### src/rtl/av1_intra_pkg.sv
// Shared types and constants for the AV1 intra edge upsample stage.
package av1_intra_pkg;

  typedef enum logic [1:0] {IDLE, DECIDE, LOAD, EMIT} ups_state_t;

  localparam int unsigned UPS_DELTA_MAX    = 40;
  localparam int unsigned UPS_BLKWH_SMOOTH = 8;
  localparam int unsigned UPS_BLKWH_SHARP  = 16;

  function automatic logic signed [31:0] clip_pixel(input logic signed [31:0] v,
                                                    input int unsigned bitdepth);
    logic signed [31:0] maxv;
    maxv = (32'sd1 <<< bitdepth) - 32'sd1;
    if (v < 32'sd0) return '0;
    if (v > maxv) return maxv;
    return v;
  endfunction

endpackage

### src/rtl/intra_upsample_filter.sv
// Combinational 4-tap (-1, 9, 9, -1) upsample filter with Round2(.,4) and pixel clip.
module intra_upsample_filter
  import av1_intra_pkg::*;
#(
  parameter int unsigned BITDEPTH = 10
) (
  input  logic [BITDEPTH-1:0] p0,
  input  logic [BITDEPTH-1:0] p1,
  input  logic [BITDEPTH-1:0] p2,
  input  logic [BITDEPTH-1:0] p3,
  output logic [BITDEPTH-1:0] y
);

  localparam int unsigned SW = BITDEPTH + 6;
  localparam logic signed [SW-1:0] NINE  = SW'(9);
  localparam logic signed [SW-1:0] EIGHT = SW'(8);

  logic signed [SW-1:0] a, b, c, d;
  logic signed [SW-1:0] sum, rnd;

  always_comb begin
    a   = signed'({6'b0, p0});
    b   = signed'({6'b0, p1});
    c   = signed'({6'b0, p2});
    d   = signed'({6'b0, p3});
    sum = NINE * b + NINE * c - a - d;
    rnd = (sum + EIGHT) >>> 4;
    y   = BITDEPTH'(clip_pixel(32'(rnd), BITDEPTH));
  end

endmodule

### src/rtl/intra_edge_upsampler.sv
// AV1 intra edge upsampler: decides useUpsample, buffers one edge, then streams
// either the 2x upsampled edge or the unmodified edge with valid/ready handshake.
module intra_edge_upsampler
  import av1_intra_pkg::*;
#(
  parameter int unsigned BITDEPTH  = 10,
  parameter int unsigned MAX_NUMPX = 32,
  parameter int unsigned DIM_W     = 10
) (
  input  logic                clk,
  input  logic                rst,
  input  logic                start,
  input  logic                filterType,
  input  logic [DIM_W-1:0]    w,
  input  logic [DIM_W-1:0]    h,
  input  logic [DIM_W-1:0]    delta,
  input  logic [DIM_W-1:0]    numPx,
  input  logic                in_valid,
  output logic                in_ready,
  input  logic [BITDEPTH-1:0] in_data,
  output logic                out_valid,
  input  logic                out_ready,
  output logic [BITDEPTH-1:0] out_data,
  output logic                out_last,
  output logic                useUpsample,
  output logic                busy,
  output logic                done,
  output logic                err
);

  localparam int unsigned KW   = DIM_W + 1;
  localparam int unsigned NENT = MAX_NUMPX + 1;
  localparam int unsigned IW   = $clog2(NENT);
  localparam logic [KW-1:0] MAXN = KW'(MAX_NUMPX);

  ups_state_t          state_q, state_d;
  logic                ft_q, ft_d;
  logic [DIM_W-1:0]    w_q, w_d, h_q, h_d, delta_q, delta_d, numpx_q, numpx_d;
  logic                use_up_q, use_up_d;
  logic [KW-1:0]       cnt_q, cnt_d, k_q, k_d;
  logic [BITDEPTH-1:0] buf_q [NENT];
  logic [BITDEPTH-1:0] buf_d [NENT];
  logic                out_valid_q, out_valid_d, out_last_q, out_last_d;
  logic [BITDEPTH-1:0] out_data_q, out_data_d;
  logic                in_ready_q, in_ready_d, busy_q, busy_d;
  logic                done_q, done_d, err_q, err_d;

  // Decision
  logic [KW-1:0] delta_ext, delta_abs, blk_wh, blk_lim;
  logic          decide_up;

  always_comb begin
    delta_ext = {delta_q[DIM_W-1], delta_q};
    delta_abs = delta_ext[KW-1] ? (~delta_ext + 1'b1) : delta_ext;
    blk_wh    = {1'b0, w_q} + {1'b0, h_q};
    blk_lim   = ft_q ? KW'(UPS_BLKWH_SMOOTH) : KW'(UPS_BLKWH_SHARP);
    decide_up = (delta_abs != '0) && (delta_abs < KW'(UPS_DELTA_MAX)) && (blk_wh <= blk_lim);
  end

  // Sample for the next output index: k+1 while emitting, 0 when entering EMIT.
  // Edge indices are clamped to [0, numPx], which realises the duplicated end taps.
  logic [KW-1:0]       numpx_ext, last_k, sel_k, half;
  logic [KW-1:0]       tap_m1, tap_0, tap_p1, tap_p2, pass_idx;
  logic [BITDEPTH-1:0] p0_s, p1_s, p2_s, p3_s, filt_y, next_sample;

  always_comb begin
    numpx_ext   = {1'b0, numpx_q};
    last_k      = use_up_q ? {numpx_q, 1'b0} : numpx_ext;
    sel_k       = (state_q == EMIT) ? k_q + 1'b1 : '0;
    half        = sel_k >> 1;
    tap_m1      = (half == '0) ? '0 : half - 1'b1;
    tap_0       = (half > numpx_ext) ? numpx_ext : half;
    tap_p1      = ((half + 1'b1) > numpx_ext) ? numpx_ext : half + 1'b1;
    tap_p2      = ((half + 2'd2) > numpx_ext) ? numpx_ext : half + 2'd2;
    pass_idx    = (sel_k > numpx_ext) ? numpx_ext : sel_k;
    p0_s        = buf_q[IW'(tap_m1)];
    p1_s        = buf_q[IW'(tap_0)];
    p2_s        = buf_q[IW'(tap_p1)];
    p3_s        = buf_q[IW'(tap_p2)];
    next_sample = !use_up_q ? buf_q[IW'(pass_idx)] : (sel_k[0] ? filt_y : p1_s);
  end

  intra_upsample_filter #(
    .BITDEPTH(BITDEPTH)
  ) u_filter (
    .p0(p0_s),
    .p1(p1_s),
    .p2(p2_s),
    .p3(p3_s),
    .y (filt_y)
  );

  always_comb begin
    state_d     = state_q;
    ft_d        = ft_q;
    w_d         = w_q;
    h_d         = h_q;
    delta_d     = delta_q;
    numpx_d     = numpx_q;
    use_up_d    = use_up_q;
    cnt_d       = cnt_q;
    k_d         = k_q;
    buf_d       = buf_q;
    out_valid_d = out_valid_q;
    out_data_d  = out_data_q;
    out_last_d  = out_last_q;
    done_d      = 1'b0;
    err_d       = 1'b0;
    case (state_q)
      IDLE: begin
        if (start) begin
          if ((numPx == '0) || ({1'b0, numPx} > MAXN)) begin
            err_d = 1'b1;
          end else begin
            ft_d     = filterType;
            w_d      = w;
            h_d      = h;
            delta_d  = delta;
            numpx_d  = numPx;
            use_up_d = 1'b0;
            state_d  = DECIDE;
          end
        end
      end
      DECIDE: begin
        use_up_d = decide_up;
        cnt_d    = '0;
        state_d  = LOAD;
      end
      LOAD: begin
        if (in_valid) begin
          buf_d[IW'(cnt_q)] = in_data;
          cnt_d             = cnt_q + 1'b1;
          if (cnt_q == numpx_ext) begin
            state_d     = EMIT;
            k_d         = '0;
            out_valid_d = 1'b1;
            out_data_d  = next_sample;
            out_last_d  = 1'b0;
          end
        end
      end
      EMIT: begin
        if (out_ready) begin
          if (k_q == last_k) begin
            state_d     = IDLE;
            out_valid_d = 1'b0;
            out_last_d  = 1'b0;
            done_d      = 1'b1;
          end else begin
            k_d        = k_q + 1'b1;
            out_data_d = next_sample;
            out_last_d = ((k_q + 1'b1) == last_k);
          end
        end
      end
      default: state_d = IDLE;
    endcase
    busy_d     = (state_d != IDLE);
    in_ready_d = (state_d == LOAD);
  end

  always_ff @(posedge clk or posedge rst) begin
    if (rst) begin
      state_q     <= IDLE;
      ft_q        <= 1'b0;
      w_q         <= '0;
      h_q         <= '0;
      delta_q     <= '0;
      numpx_q     <= '0;
      use_up_q    <= 1'b0;
      cnt_q       <= '0;
      k_q         <= '0;
      buf_q       <= '{default: '0};
      out_valid_q <= 1'b0;
      out_data_q  <= '0;
      out_last_q  <= 1'b0;
      in_ready_q  <= 1'b0;
      busy_q      <= 1'b0;
      done_q      <= 1'b0;
      err_q       <= 1'b0;
    end else begin
      state_q     <= state_d;
      ft_q        <= ft_d;
      w_q         <= w_d;
      h_q         <= h_d;
      delta_q     <= delta_d;
      numpx_q     <= numpx_d;
      use_up_q    <= use_up_d;
      cnt_q       <= cnt_d;
      k_q         <= k_d;
      buf_q       <= buf_d;
      out_valid_q <= out_valid_d;
      out_data_q  <= out_data_d;
      out_last_q  <= out_last_d;
      in_ready_q  <= in_ready_d;
      busy_q      <= busy_d;
      done_q      <= done_d;
      err_q       <= err_d;
    end
  end

  // Upsampling beyond 16 edge pixels is outside AV1 but still executes.
  cover property (@(posedge clk) disable iff (rst)
    (state_q == DECIDE) && decide_up && (numpx_q > DIM_W'(16)));

  assign in_ready    = in_ready_q;
  assign out_valid   = out_valid_q;
  assign out_data    = out_data_q;
  assign out_last    = out_last_q;
  assign useUpsample = use_up_q;
  assign busy        = busy_q;
  assign done        = done_q;
  assign err         = err_q;

endmodule
### config.mk
export PLATFORM = sky130hd
export DESIGN_NAME = intra_edge_upsampler
export DESIGN_NICKNAME = d
export VERILOG_FILES = /design/src/rtl/av1_intra_pkg.sv /design/src/rtl/intra_upsample_filter.sv /design/src/rtl/intra_edge_upsampler.sv
export SDC_FILE = /design/constraint.sdc
export NUM_CORES = 2
export LEC_CHECK = 0
export ABC_AREA = 1
export BUFFER_PORTS_ARGS = -buffer_cell sky130_fd_sc_hd__buf_2
export CAP_MARGIN = 0
export CORE_MARGIN = 4
export CORE_UTILIZATION = 31
export DETAILED_ROUTE_END_ITERATION = 16
export MAX_ROUTING_LAYER = met4
export PLACE_DENSITY_LB_ADDON = 0.12
export SYNTH_ARGS = -nofsm -noshare
export SYNTH_HDL_FRONTEND = slang
export SYNTH_SLANG_ARGS = --single-unit
### constraint.sdc
create_clock -name clk -period 33.6 [get_ports clk]
set_input_delay 6.72 -clock clk [delete_from_list [all_inputs] [get_ports clk]]
set_output_delay 6.72 -clock clk [all_outputs]
set_load 0.1 [all_outputs]
# Yosys cells after proc, flatten, opt, wreduce, memory -nomap -nowiden
# Index checks and enable logic that the tools add are counted.
[totals]
out_inout_bits = 17
word_cells = 193
reg_bits = 412
input_bits = 56
[op_classes]
n_eq_ne = 14
muxes = 74
bitwise = 8
add_sub_neg = 11
n_reduce_logical = 19
mul = 2
magnitude_cmp = 16
[op_table]
columns = ["op", "n"]
rows = [
  ["$bwmux 330", 1],
  ["$bmux 10 s6", 5],
  ["$mux 10", 21],
  ["$mux 11", 8],
  ["$demux 10 s6", 1],
  ["$pmux 11 s2", 2],
  ["$ge 7x7->1 const B", 6],
  ["$not 6->7", 6],
  ["$add 11x1->11 const B", 3],
  ["$gt 11x10->1", 3],
  ["$sub 16x11->16", 2],
  ["$mux 6", 5],
  ["$mul 4x10->14 const A", 2],
  ["$eq 11x11->1", 2],
  ["$pmux 10 s2", 1],
  ["$mux 1", 19],
  ["$add 16x16->16", 1],
  ["$add 16x5->16 const B", 1],
  ["$gt 12x11->1 const B", 1],
  ["$lt 12x1->1 const B", 1],
  ["$mux 2", 6],
  ["$ne 2x2->1 const B", 6],
  ["$add 10x1->11 const B", 1],
  ["$add 10x10->11", 1],
  ["27 further kinds", 39],
]

# Longest topological paths before layout
[depth]
depth_word = 24
mapped_depth = 63

# Hierarchy
# Synthesis repeated with hierarchy kept, for this count alone.
[hier_totals]
hier_cells = 6086
hier_area_um2 = 37264.5
[modules_own_cells]
columns = ["mod", "cells_each", "area_each_um2", "n_inst"]
rows = [
  ["intra_edge_upsampler", 5819, 35150.0, 1],
  ["intra_upsample_filter", 267, 2114.5, 1],
]

# Worst setup path after synthesis
# OpenSTA, ideal clock, no wires.
[synth_path]
path_kind = "register to register"
startpoint = "register k_q[0]"
endpoint = "register out_data_q[9], in the netlist out_data[9]"
t_arrival_ps = 8859
slack_ps = 24673
setup_time_ps = 68
path_stages_with_launch = 61
path_buffers = 4
t_required_ps = 33532
synth_period_minus_slack_ps = 8927
path_cell_list = "dfrtp_1 -> ha_1 -> nand2_1 -> inv_2 -> nor2_1 -> inv_1 -> nor2_1 -> ha_1 -> nand3_1 -> nor2_1 -> xnor2_1 -> inv_1 -> ha_1 -> nand2_1 -> nor2_1 -> nand2_1 -> nand2_1 -> nand2_1 -> [25 not listed] -> nand2_1 -> xor2_1 -> fa_1 -> ha_1 -> ha_1 -> a21oi_1 -> o21a_1 -> nor2_1 -> a2111oi_0 -> nand2_1 -> or2_4 -> nand2_1 -> nand2_2 -> nand2_1 -> nand2_1 -> nand2_1 -> nand2_1 -> nand2_1"
[synth_via]
elab_chain_len = 24
word_cells_on_any_way = 59
cone_classes = "8 x add/sub; 2 x mul; 6 x order compare; 2 x eq/ne; 34 x mux; 5 x bitwise; 2 x reduce/logical"
[synth_rtl]
columns = ["item", "line_no", "rtl"]
rows = [
  ["start: declaration", "intra_edge_upsampler.sv:40", "logic [KW-1:0] cnt_q, cnt_d, k_q, k_d;"],
  ["start signal: assignment", "intra_edge_upsampler.sv:191", "k_q <= k_d;"],
  ["$add 11x1->11", "intra_edge_upsampler.sv:69", "sel_k = (state_q == EMIT) ? k_q + 1'b1 : '0;"],
  ["$mux 11", "intra_edge_upsampler.sv:69", ""],
  ["$add 10x1->11", "intra_edge_upsampler.sv:73", "tap_p1 = ((half + 1'b1) > numpx_ext) ? numpx_ext : half + 1'b1;"],
  ["$gt 11x10->1", "intra_edge_upsampler.sv:73", ""],
  ["$mux 6", "intra_edge_upsampler.sv:73", ""],
  ["$not 6->7 (not written as such)", "intra_edge_upsampler.sv:78", "p2_s = buf_q[IW'(tap_p1)];"],
  ["$bmux 10 s6", "intra_edge_upsampler.sv:78", ""],
  ["$mux 10 (not written as such) (2 in series)", "intra_edge_upsampler.sv:78", ""],
  ["[5 not listed]", "--", ""],
  ["$gt 12x11->1", "av1_intra_pkg.sv:15", "if (v > maxv) return maxv;"],
  ["$mux 1 (2 in series)", "av1_intra_pkg.sv:15", ""],
  ["$mux 10", "av1_intra_pkg.sv:16", "return v;"],
  ["$mux 10", "av1_intra_pkg.sv:15", ""],
  ["$mux 10 (2 in series)", "intra_edge_upsampler.sv:80", "next_sample = !use_up_q ? buf_q[IW'(pass_idx)] : (sel_k[0] ? filt_y : p1_s);"],
  ["$mux 10, on equally long branches", "intra_edge_upsampler.sv:145, intra_edge_upsampler.sv:134", ""],
  ["$mux 10, on equally long branches", "intra_edge_upsampler.sv:144, intra_edge_upsampler.sv:131", ""],
  ["$pmux 10 s2", "intra_edge_upsampler.sv:109", "case (state_q)"],
  ["end signal: assignment", "intra_edge_upsampler.sv:194", "out_data_q <= out_data_d;"],
  ["end: declaration", "intra_edge_upsampler.sv:44", "logic [BITDEPTH-1:0] out_data_q, out_data_d;"],
]
# Parallel ways exist; a longest one is shown, timed or not. The select of a mux whose other input is x is not followed.
# A chain may end at the register's enable or synchronous reset.

# Worst setup path after layout
[layout_path]
startpoint = "register k_q[0]"
endpoint = "register out_data_q[0], in the netlist out_data[0]"
# Same word-level chain as after synthesis.

==> impl_metrics.toml <==
[timing]
final.min_clock_period_ps = 11790
hold_ws_ps = 474.3
setup_viol = 0
relSlewSlack_pct = 5.099
worst_pin_slew_ps = 1401
min_period_over_period_pct = 35.10
drv_slew = 0
tns_ps = 0
fmax_mhz = 84.78
fin_worst_skew_ps = 20.26
rsz0062_at_grt = "no"
final_hold_viol_count = 0

[die]
core_area_um2 = 113100
die_area_um2 = 120100
die_h_um = 346.6
die_width_um = 346.6
placementRows = 123
num_io_pins = 73
start_util_pct = 31.42

[routing]
routed_via_density = 5.945
avgRoutedWirePerCell_um = 27.49
route.antenna.remaining_nets = 0
drc = 0
first_iter_violations = 5575
vias = 39959
dr.pass1.iters = 8
finalWirelength_um = 184800

[cts]
cts_max_level = 2
clkLatencyLatePin_ps = 700
post_cts_buffers = 0
cts_tree = "yes"
ctsHoldBuffers = 0
cts_root_buf = "clkbuf_16"
clkTransAtPathRegs_ps = 50
max-clock-path-buffers = 3
postCtsResizedCells = 0
numCtsBuffers = 55
clock-sinks = 412

[setup_path]
worstReg2RegStart = "k_q[0]"
r2r-end = "out_data[0]"
crit_fanout = 74
cp_slowest_stage_delay_ps = 710
worst_path_most_repeated_cell = "nand2_1"
r2r_slack_ps = 21810
worst_path_max_delay_cell = "nor2_1"
cp.required_ps = 34170
critical_path_class = "flop to flop"
arrival_ps = 12370
start_kind = "flop"
critPathCaptureType = "flop"
ff2ff_path_depth = 47

[placed_design]
numPortBuffers = 72
hpwl_um = 124000
routabilityCongestion = 1.006

[yosys]
synthTopCellsByArea = "dfrtp_1, o21ai_0, nand2_1, inv_1, nor2_1"
synth.largest_area_cell = "dfrtp_1"
synth_area_um2 = 35540
syn_nets = 5566
synthTopCellsByCount = "nand2_1, o21ai_0, inv_1, nor2_1, dfrtp_1"
syn_area_per_cell_um2 = 6.617
ys_warn_count = 0
ys_ff_latch = 412
synth-edff-count = 0
seq_area_frac_synth_pct = 29.01
synth.most_common_cell = "nand2_1"
syn_inst = 5371
ys_types = 63
ys_async_sr_fraction_pct = 100.0
synth_top_area_share_pct = 29.01
synthFlopType = "dfrtp_1"

[finish]
seq_area_um2 = 10310
fin_util_pct = 34.56
num-fill-cells = 12304
drive_gt1_share_pct = 6.938
syn_to_final_growth_pct = 9.988
nets = 5369
multiInputGateArea_um2 = 21690

[run]
maxCapViolCount = 0

[global_routing]
grt_antenna_before_repair = 6
grt_pass1_wl_um = 266000
grt.overflow.total = 0
track_usage_pct = 30.47
grt_pass1_vias = 36454
grt_max_degree = 104

[min_path]
hold_end = "out_data[3]"
hold_depth = 2
hp-class = "flop to flop"
min_from = "out_data[3]"

[outcome]
status = "completed"
## metal layers
metal  vias up  routed length [um]  global-route usage (%)  part of all wire [%]
met3       474               19930                   7.365                    11
met1     19005               79830                   41.85                    43
met5         -                   0                       -                     0
met2      2311               73710                   41.18                    40
li1      18169                   -                       -                     -
met4         0               11320                   15.71                   6.1
## registers in the layout, summed over array words and instances, names as in the netlist, 2 cells and up
| signal | count |
|---|---|
| numpx_q | 10 |
| state_q | 2 |
| w_q | 10 |
| buf_q | 330 |
| h_q | 10 |
| cnt_q | 11 |
| k_q | 11 |
| out_data | 10 |
| delta_q | 10 |
## metrics by stage
step,area (um^2),worst slack [ps],std cells
6_report,39090,21810,6722
2_1_floorplan,35540,15420,5371
5_1_grt,39090,20730,6721
3_5_place_dp,37110,22150,6617
4_1_cts,39080,22110,6718
3_3_place_gp,37110,22430,6617
## cell families (layout without fill, tap and decap cells)
group | count (synthesis) | in the layout | synth area share, %
buffers and inverters | 973 | 820 | 10.49
multiplexers | 19 | 19 | 0.5351
flip-flops | 412 | 412 | 29.01
adder cells (fa/ha/maj) | 139 | 139 | 5.358
XOR/XNOR | 68 | 68 | 1.697
AND/OR/NAND/NOR | 1865 | 1865 | 21.77
AO/OA/AOI/OAI | 1895 | 1895 | 31.15
other | 0 | 4 | 0
## worst max-delay path by stage
stage / start / endpoint / slack, ps
after detailed placement: k_q[0] / out_data[9] / 22150
after global routing: k_q[0] / out_data[5] / 20730
final: k_q[0] / out_data[0] / 21810
after global placement: k_q[0] / out_data[0] / 22430
after CTS: k_q[0] / out_data[7] / 22110
after floorplan: rst / buf_q[0] / 15420
## worst max-delay path: cells and delay by family (launching register included)
family / cells / cell delay [ps]
XOR/XNOR: 1 / 210
adder cells (fa/ha/maj): 8 / 2970
flip-flops: 1 / 430
AND/OR/NAND/NOR: 21 / 2860
buffers and inverters: 6 / 2150
AO/OA/AOI/OAI: 11 / 2950
## cell usage in the layout (no fill, tap or decap), types with 51 or more instances in the layout
cell | synthesis | routed
o22ai_1 | 103 | 103
a21oi_1 | 301 | 301
nand3_1 | 249 | 249
clkbuf_16 | 0 | 56
dfrtp_1 | 412 | 412
nor2_1 | 422 | 418
o311ai_0 | 77 | 74
nand4_1 | 51 | 51
buf_4 | 6 | 103
ha_1 | 117 | 117
inv_1 | 519 | 513
buf_2 | 26 | 72
nand2_1 | 1038 | 1035
o211ai_1 | 173 | 173
o21ai_0 | 1008 | 1001
o221ai_1 | 92 | 92
## final cells by class
cell class	count	area share, %
multi-input cells	3986	55.49
flip-flops and latches	412	26.37
inverters	542	5.272
well taps	1500	4.801
clock buffers	76	4.059
repair buffers	177	3.002
clock inverters	25	0.9730
diodes	4	0.02561
Power is left out: the tool's default activity adds up to more than one toggle a clock period on the data nets, which glitch-free logic cannot reach.
